==> src/rtl/fetch_queue_pkg.sv <==
// Shared constants for the IF->ID fetch queue.
// Instruction width and the bubble encoding injected when empty.
package fetch_queue_pkg;

  localparam int INSTR_WIDTH = 32;
  localparam logic [INSTR_WIDTH-1:0] NOP_INSTR = '0;

endpackage

==> src/rtl/fetch_queue_if.sv <==
// Push/pop handshake bundle between IF, the fetch queue and ID.
// master = pipeline side, slave = queue side.
interface fetch_queue_if
  import fetch_queue_pkg::*;
#(
  parameter int DATA_W = INSTR_WIDTH,
  parameter int PC_W   = 32
);

  logic              push_valid;
  logic [DATA_W-1:0] push_instr;
  logic [PC_W-1:0]   push_pc;
  logic              push_ready;
  logic              pop_ready;
  logic              pop_valid;
  logic [DATA_W-1:0] pop_instr;
  logic [PC_W-1:0]   pop_pc;

  modport master (
    output push_valid,
    output push_instr,
    output push_pc,
    input  push_ready,
    output pop_ready,
    input  pop_valid,
    input  pop_instr,
    input  pop_pc
  );

  modport slave (
    input  push_valid,
    input  push_instr,
    input  push_pc,
    output push_ready,
    input  pop_ready,
    output pop_valid,
    output pop_instr,
    output pop_pc
  );

endinterface

==> src/rtl/fetch_queue.sv <==
// Instruction FIFO between IF and ID; flushed on branch redirect.
// Wrap-bit pointers give count; empty masks stale storage to NOP.
module fetch_queue
  import fetch_queue_pkg::*;
#(
  parameter int DATA_W = INSTR_WIDTH,
  parameter int PC_W   = 32,
  parameter int DEPTH  = 4
) (
  input  logic                     clk,
  input  logic                     rst,
  input  logic                     flush,
  fetch_queue_if.slave             q,
  output logic [$clog2(DEPTH):0]   count,
  output logic                     full,
  output logic                     empty,
  output logic [15:0]              drop_cnt
);

  localparam int AW = $clog2(DEPTH);
  localparam int PW = AW + 1;

  logic [DATA_W-1:0] mem_instr [DEPTH];
  logic [PC_W-1:0]   mem_pc    [DEPTH];

  logic [PW-1:0] wr_ptr;
  logic [PW-1:0] rd_ptr;
  logic [AW-1:0] wr_idx;
  logic [AW-1:0] rd_idx;
  logic          do_push;
  logic          do_pop;
  logic [16:0]   drop_sum;
  logic [15:0]   drop_nxt;

  assign wr_idx = wr_ptr[AW-1:0];
  assign rd_idx = rd_ptr[AW-1:0];

  assign count = wr_ptr - rd_ptr;
  assign full  = (count == PW'(DEPTH));
  assign empty = (count == '0);

  // ready comes from registered pointers only, never from pop_ready
  assign q.push_ready = !full;
  assign q.pop_valid  = !empty;
  assign q.pop_instr  = empty ? DATA_W'(NOP_INSTR) : mem_instr[rd_idx];
  assign q.pop_pc     = empty ? '0 : mem_pc[rd_idx];

  assign do_push = q.push_valid && !full && !flush;
  assign do_pop  = !empty && q.pop_ready && !flush;

  assign drop_sum = {1'b0, drop_cnt} + 17'(count);
  assign drop_nxt = drop_sum[16] ? 16'hFFFF : drop_sum[15:0];

  always_ff @(posedge clk or negedge rst) begin
    if (!rst) begin
      wr_ptr   <= '0;
      rd_ptr   <= '0;
      drop_cnt <= '0;
    end else begin
      unique case (1'b1)
        flush: begin
          wr_ptr   <= '0;
          rd_ptr   <= '0;
          drop_cnt <= drop_nxt;
        end
        default: begin
          if (do_push) wr_ptr <= wr_ptr + PW'(1);
          if (do_pop)  rd_ptr <= rd_ptr + PW'(1);
        end
      endcase
    end
  end

  always_ff @(posedge clk) begin
    if (do_push) begin
      mem_instr[wr_idx] <= q.push_instr;
      mem_pc[wr_idx]    <= q.push_pc;
    end
  end

endmodule

==> src/flat_wrapper.sv <==
// flat-port wrapper written by rule: the top's interface ports become plain ports
module fetch_queue_flat import fetch_queue_pkg::*;
#(
  parameter int DATA_W = INSTR_WIDTH,
  parameter int PC_W   = 32,
  parameter int DEPTH  = 4
)
  (clk, rst, flush, count, full, empty, drop_cnt, q_push_valid, q_push_instr, q_push_pc, q_push_ready, q_pop_ready, q_pop_valid, q_pop_instr, q_pop_pc);
  fetch_queue_if #(.DATA_W(DATA_W), .PC_W(PC_W)) q_i ();
  input  logic clk;
  input  logic rst;
  input  logic flush;
  output logic [$clog2(DEPTH):0] count;
  output logic full;
  output logic empty;
  output logic [15:0] drop_cnt;
  input wire logic [$bits(q_i.push_valid)-1:0] q_push_valid;
  input wire logic [$bits(q_i.push_instr)-1:0] q_push_instr;
  input wire logic [$bits(q_i.push_pc)-1:0] q_push_pc;
  output wire logic [$bits(q_i.push_ready)-1:0] q_push_ready;
  input wire logic [$bits(q_i.pop_ready)-1:0] q_pop_ready;
  output wire logic [$bits(q_i.pop_valid)-1:0] q_pop_valid;
  output wire logic [$bits(q_i.pop_instr)-1:0] q_pop_instr;
  output wire logic [$bits(q_i.pop_pc)-1:0] q_pop_pc;
  assign q_i.push_valid = q_push_valid;
  assign q_i.push_instr = q_push_instr;
  assign q_i.push_pc = q_push_pc;
  assign q_push_ready = q_i.push_ready;
  assign q_i.pop_ready = q_pop_ready;
  assign q_pop_valid = q_i.pop_valid;
  assign q_pop_instr = q_i.pop_instr;
  assign q_pop_pc = q_i.pop_pc;
  fetch_queue #(.DATA_W(DATA_W), .PC_W(PC_W), .DEPTH(DEPTH)) u_core (.clk(clk), .rst(rst), .flush(flush), .q(q_i), .count(count), .full(full), .empty(empty), .drop_cnt(drop_cnt));
endmodule
==> config.mk <==
export PLATFORM = sky130hd
export DESIGN_NAME = fetch_queue_flat
export DESIGN_NICKNAME = d
export VERILOG_FILES = /design/src/rtl/fetch_queue_pkg.sv /design/src/rtl/fetch_queue_if.sv /design/src/rtl/fetch_queue.sv /design/src/flat_wrapper.sv
export SDC_FILE = /design/constraint.sdc
export NUM_CORES = 1
export LEC_CHECK = 0
export ABC_AREA = 1
export ABC_CLOCK_PERIOD_IN_PS = 11500
export CORE_UTILIZATION = 30
export CTS_CLUSTER_DIAMETER = 80
export DETAILED_ROUTE_END_ITERATION = 6
export GPL_TIMING_DRIVEN = 0
export PLACE_DENSITY = 0.48
export SYNTH_ARGS = -nofsm -noshare
export SYNTH_HDL_FRONTEND = slang
export SYNTH_SLANG_ARGS = --single-unit
==> constraint.sdc <==
create_clock -name clk -period 11.5 [get_ports clk]
set_input_delay 1.725 -clock clk [delete_from_list [all_inputs] [get_ports clk]]
set_output_delay 1.725 -clock clk [all_outputs]
set_load 0.02 [all_outputs]
Word level (Yosys, flattened, before mapping) --
Memory sizes are Yosys's and may differ from the RTL's. Index checks and enable logic that the tools add are counted.
Storage, ports and cells: register bits after elaboration 22, memory bits (writable) 256, input port bits 69, output and inout port bits 87, logic and storage cells 29, memories kept 2
Cells by class: add/sub/neg operators 4, eq/ne operators 1, mux-type cells 9, reductions and logical operators 10
Memories:
- u_core.mem_instr | depth 4, bits a word 32, rd ports 1, clocked after Yosys merged registers in 0, write ports 1, RTL line fetch_queue.sv:23 | logic [DATA_W-1:0] mem_instr [DEPTH];
- u_core.mem_pc | depth 4, bits a word 32, rd ports 1, clocked after Yosys merged registers in 0, write ports 1, RTL line fetch_queue.sv:24 | logic [PC_W-1:0] mem_pc [DEPTH];
Operators with widths (count):
- two-way mux 32 bit | 2
- adder 16 x 3 -> 17 bit | 1
- two-way mux 16 bit | 1
- two-way mux 3 bit | 4
- adder 3 x 1 -> 3 bit, second input constant | 2
- logical AND 1 bit | 4
- nonzero test 2 bit | 2
- equality test 3 bit, second input constant | 1
- logical NOT 1 bit | 3
- logical NOT 3 bit | 1
- subtractor 3 bit | 1
- two-way mux 1 bit | 2

Depth between registers and ports, before layout --
word-level depth 7, depth in mapped cells 17, gate-level depth less buffers 17

Least setup slack after synthesis --
No wires, ideal clock.
path kind input port to flip-flop, start input port flush, end memory u_core.mem_instr[0][0] in the netlist's numbering (enable), library setup time 0.487 ns, arrival time 4.872 ns, required time 11.013 ns, path slack 6.142 ns, stages on the path 4, path buffers 1, cell sequence buf_2 > inv_1 > nand3_1 > nor2_1
On the way: longest elaborated chain between the ends 4
Ends and longest elaborated chain:
- start: declaration | RTL line flat_wrapper.sv:12 | input logic flush;
- logical NOT 1 bit | RTL line fetch_queue.sv:48 | assign do_push = q.push_valid && !full && !flush;
- logical AND 1 bit | RTL line fetch_queue.sv:48
- two-way mux 1 bit | RTL line fetch_queue.sv:75 | if (do_push) begin
- two-way mux 1 bit (not written as such) | RTL line fetch_queue.sv:76 | mem_instr[wr_idx] <= q.push_instr;
- end: declaration | RTL line fetch_queue.sv:23
Every way passes these cells.

Worst setup path in the final report --
start register u_core.rd_ptr[1], end output port q_pop_pc[20]
On the way: longest elaborated chain between the ends 3, elaborated cells between the ends (all ways) 4, classes of those cells add/sub (1); mux (1); reduce/logical (1); memory (1)
Ends and longest elaborated chain:
- start: declaration | RTL line fetch_queue.sv:27 | logic [PW-1:0] rd_ptr;
- start signal: assignment | RTL line fetch_queue.sv:68 | if (do_pop) rd_ptr <= rd_ptr + PW'(1);
- subtractor 3 bit | RTL line fetch_queue.sv:38 | assign count = wr_ptr - rd_ptr;
- logical NOT 3 bit | RTL line fetch_queue.sv:40 | assign empty = (count == '0);
- two-way mux 32 bit (*) | RTL line fetch_queue.sv:46 | assign q.pop_pc = empty ? '0 : mem_pc[rd_idx];
- end: declaration | RTL line flat_wrapper.sv:24 | output wire logic [$bits(q_i.pop_pc)-1:0] q_pop_pc;
Every way passes the cells marked *; elsewhere a longest branch is shown, timed or not.

==> implementation parameters <==
Parameter                              Value

Final layout
  Total area of sequential cells ... 0.008238 sq mm
  Layout filler cell count ... 3,695
  Post-route core utilization ... 39.47%
  Fraction of layout instances using a drive strength above 1 ... 8.983%
  Nets ... 1,240
  Relative area change from synthesis to final layout ... 29.00%
  Area of combinational cells with multiple inputs ... 0.002669 sq mm
  Post-route insts no fill ... 1,692

Timing
  Peak clock frequency supported by timing ... 0.1746 GHz
  Count of final max-slew check failures ... 0
  Final setup fails ... 0
  Worst-margin pin slew ... 1.111 ns
  Unrepaired setup endpoints after global routing ... no
  Final hold slack ... 0.5314 ns
  Final critical path time including I/O delays and setup ... 5.726 ns
  Clock Skews ... 0.01664 ns
  Fraction of the cycle the final worst path needs ... 49.79%
  Number of hold-slack violations in the final timing report ... 0
  Relative slew slack ... 25.67%
  Setup TNS Final ... 0 ns

CTS
  Postcts setup bufs ... 0
  Clock-pin transition on the worst setup and hold timing paths ... 0.06 ns
  CTS buffer count ... 31
  Hold-fix buffers, CTS ... 0
  Cell at the root of the clock tree ... clkbuf_16
  Number of buffers between clock root and the deepest sink ... 3
  Post-CTS resize count ... 0
  Clock sinks ... 278
  Level count of the clock H-tree ... 1
  Source-to-sink clock delay at the later pin of the worst-skew pair ... 0.57 ns
  CTS tree ... done

Setup path
  Data required, critical path ... 9.78 ns
  Cells traversed along the worst timing path ... inv_1, buf_2, clkbuf_1, fa_1, nor2_1, nand3_2, buf_2, nand2_1, inv_1, clkdlybuf4s50_1
  Crit path max fanout ... 10
  Reg2reg setup slack ... 7.77 ns
  Data arrival time of the worst path ... 4.00 ns
  Start of the worst register-to-register path ... u_core.rd_ptr[1]$_DFFE_PN0P_
  Type of origin of the critical path ... flop
  Slowest Stage Delay on Critical Path ... 0.59 ns
  Slowest-stage cell, CP ... fa_1
  Worst setup startpoint ... u_core.rd_ptr[1]$_DFFE_PN0P_
  Count of cells along the worst register-to-register path ... 10
  Classification of the worst setup path ... flop to primary output
  Endpoint of the worst-slack reg-to-reg timing path ... u_core.mem_pc[1][12]$_DFFE_PP_
  Element type at the critical path end ... primary output

Yosys
  Synthesis-stage register bit count ... 278
  Number of enable flip-flop cells after synthesis ... 256
  Synthesized area per cell ... 11.99 sq um
  Gate count of the mapped netlist ... 963
  Synth area leaders ... edfxtp_1 67%, dfrtp_1 4.8%, nor2_1 4.7%
  Area of the mapped netlist ... 0.01155 sq mm
  Post-synthesis cell type count ... 31
  Ys Warns ... 0
  Total nets after synthesis ... 1,043
  Primary FF master, synth ... edfxtp_1
  Top cell type's share of synthesized area ... 66.55%
  Largest area contributor in the synthesized netlist ... edfxtp_1
  FFs w/ async S/R, synth ... 7.914%
  Part of the Yosys area used for sequential elements ... 71.32%

Pwr
  Worst vdd rail ir drop ... 0.1918 mV
  Clock network power share ... 22.1%
  Part of the power in combinational logic ... 47.7%
  Net load switching power ... 1.607 mW
  Reported leakage power ... 5.666 nW
  PnR Total Power ... 4.078 mW
  Proportion of power drawn by flip-flops and latches ... 30.2%
  Power density normalized to cell area ... 273.7 mW/mm^2
  Cell-internal power ... 2.471 mW
  Net switching fraction of the power ... 39.41%

GRT
  Largest net degree at the start of global routing ... 26
  First-pass GRT wire length ... 45,440 microns
  Global-route usage over all layers ... 15.36%
  Leftover overflow at the end of global routing ... 0
  Number of global-route vias before repair ... 7,761
  Number of antenna violations at the first check in global routing ... 4

Placement
  Gp weighted congestion ... 0.7888
  Detailed placement HPWL ... 19,500 microns
  # placed instances ... 1,638
  Port buffer count ... 154

Floorplanning
  Top-level port count ... 156
  Effective utilization at floorplan ... 30.59%
  Placeable core region ... 0.03776 sq mm
  DIE AREA ... 0.03929 sq mm
  Die Width ... 198.2 microns
  Std cell rows ... 71
  Overall die height ... 198.2 microns

Hold path
  Worst hold path stage count ... 2
  Kind of path behind the tightest hold check ... flop to flop
  Start point of the worst min-delay path ... u_core.drop_cnt[15]$_DFFE_PN0P_
  Worst hold path endpoint ... u_core.drop_cnt[15]$_DFFE_PN0P_

Drt
  Remaining number of nets flagged by the antenna check after routing ... 0
  Total DRC errors in the routed layout ... 0
  Drt via density ... 4.609
  Via count ... 7,799
  Average wire per cell in the routed design ... 17.76 microns
  Total detailed-routing wirelength ... 30,050 microns
  DRC marker count from the first detailed-route iteration ... 330
  First-pass DRT Iterations ... 7

Status
  Result of the run ... completed

Job
  Max-cap violation count ... 0
logic make-up (layout without fill, tap and decap cells):
family / after synthesis / count (layout) / synth area share (%)
AND/OR/NAND/NOR: 314 / 314 / 11.83
flip-flops: 278 / 278 / 71.32
AO/OA/AOI/OAI: 202 / 202 / 9.467
buffers and inverters: 155 / 372 / 5.838
adder cells (fa/ha/maj): 11 / 11 / 1.322
XOR/XNOR: 3 / 3 / 0.2275
other: 0 / 1 / 0
placed cells by master, fill, tap and decap left out, drive strengths merged:
| master | instances |
|---|---|
| nand3b | 1 |
| xor2 | 3 |
| edfxtp | 256 |
| a21oi | 4 |
| buf | 41 |
| clkinv | 10 |
| clkdlybuf4s50 | 154 |
| nor2 | 149 |
| clkbuf | 61 |
| a22oi | 1 |
| nand4 | 8 |
| o21ai | 133 |
| nand2 | 116 |
| dfrtp | 22 |
| nor3 | 3 |
| ha | 9 |
| diode | 1 |
| bufinv | 1 |
| or2 | 1 |
| inv | 105 |
| nand3 | 36 |
| fa | 2 |
| o22ai | 64 |
worst max-delay path: cells and delay by family, from the launching register on:
family        cells  cell delay, ns
fa+ha+maj         1            0.59
buf+inv           6            1.76
flops             1            0.41
simple gates      3            0.67
how the worst max path moves through the flow:
stage	endpoint	slack, ns	depth (start not counted)
floorplan	u_core.mem_instr[0][0]$_DFFE_PP_	6.14	4
global placement	u_core.mem_instr[3][11]$_DFFE_PP_	3.07	3
detailed placement	q_pop_pc[20]	6.24	10
CTS	q_pop_pc[20]	5.62	10
global route	q_pop_pc[5]	5.47	10
finish	q_pop_pc[20]	5.77	10
synthesized netlist by cell type (14+ instances only):
cell type  instances
edfxtp_1         256
nor2_1           146
nand2_1          114
inv_1            100
o21ai_0           75
o22ai_1           64
o21ai_1           58
nand3_1           26
dfrtp_1           22
clkbuf_1          21
buf_2             14
buf_4             14
through the flow:
step / setup WS, ns / cell area, sq um
final: 5.774 / 14900
after global routing: 5.471 / 14900
after CTS: 5.615 / 14900
after detailed placement: 6.236 / 13980
after global placement: 3.074 / 13730
after floorplan: 6.142 / 11550
state kept, by name, summed over array words and instances, names as in the netlist:
name / count
u_core.mem_instr: 128
u_core.mem_pc: 128
u_core.drop_cnt: 16
u_core.rd_ptr: 3
u_core.wr_ptr: 3
cell type report:
cell class / instances / area share (%)
multi-input cells: 530 / 17.91
plain buffers: 52 / 1.931
clock inverters: 13 / 0.6970
repair buffers: 164 / 11.84
clock buffers: 40 / 5.433
inverters: 103 / 2.595
diodes: 1 / 0.01679
flip-flops and latches: 278 / 55.29
well taps: 511 / 4.291
metal layers:
metal  part of all wire [%]  up-vias  track usage (%)
met5                   0.15        -                0
met2                     48      191            25.65
met4                    1.5        6            2.871
met1                     45     3806            20.56
met3                    6.0       38            3.270
li1                       -     3758                -
power groups by stage:
stage / logic, mW / clock network, mW / registers, mW
6_report: 1.94 / 0.901 / 1.23
5_1_grt: 2.13 / 0.960 / 1.24
3_3_place_gp: 1.95 / 0 / 1.27
3_5_place_dp: 1.97 / 0 / 1.25
2_1_floorplan: 1.05 / 0 / 1.27
4_1_cts: 1.99 / 0.922 / 1.23
Note: power is estimated with default switching activity, not from simulation.
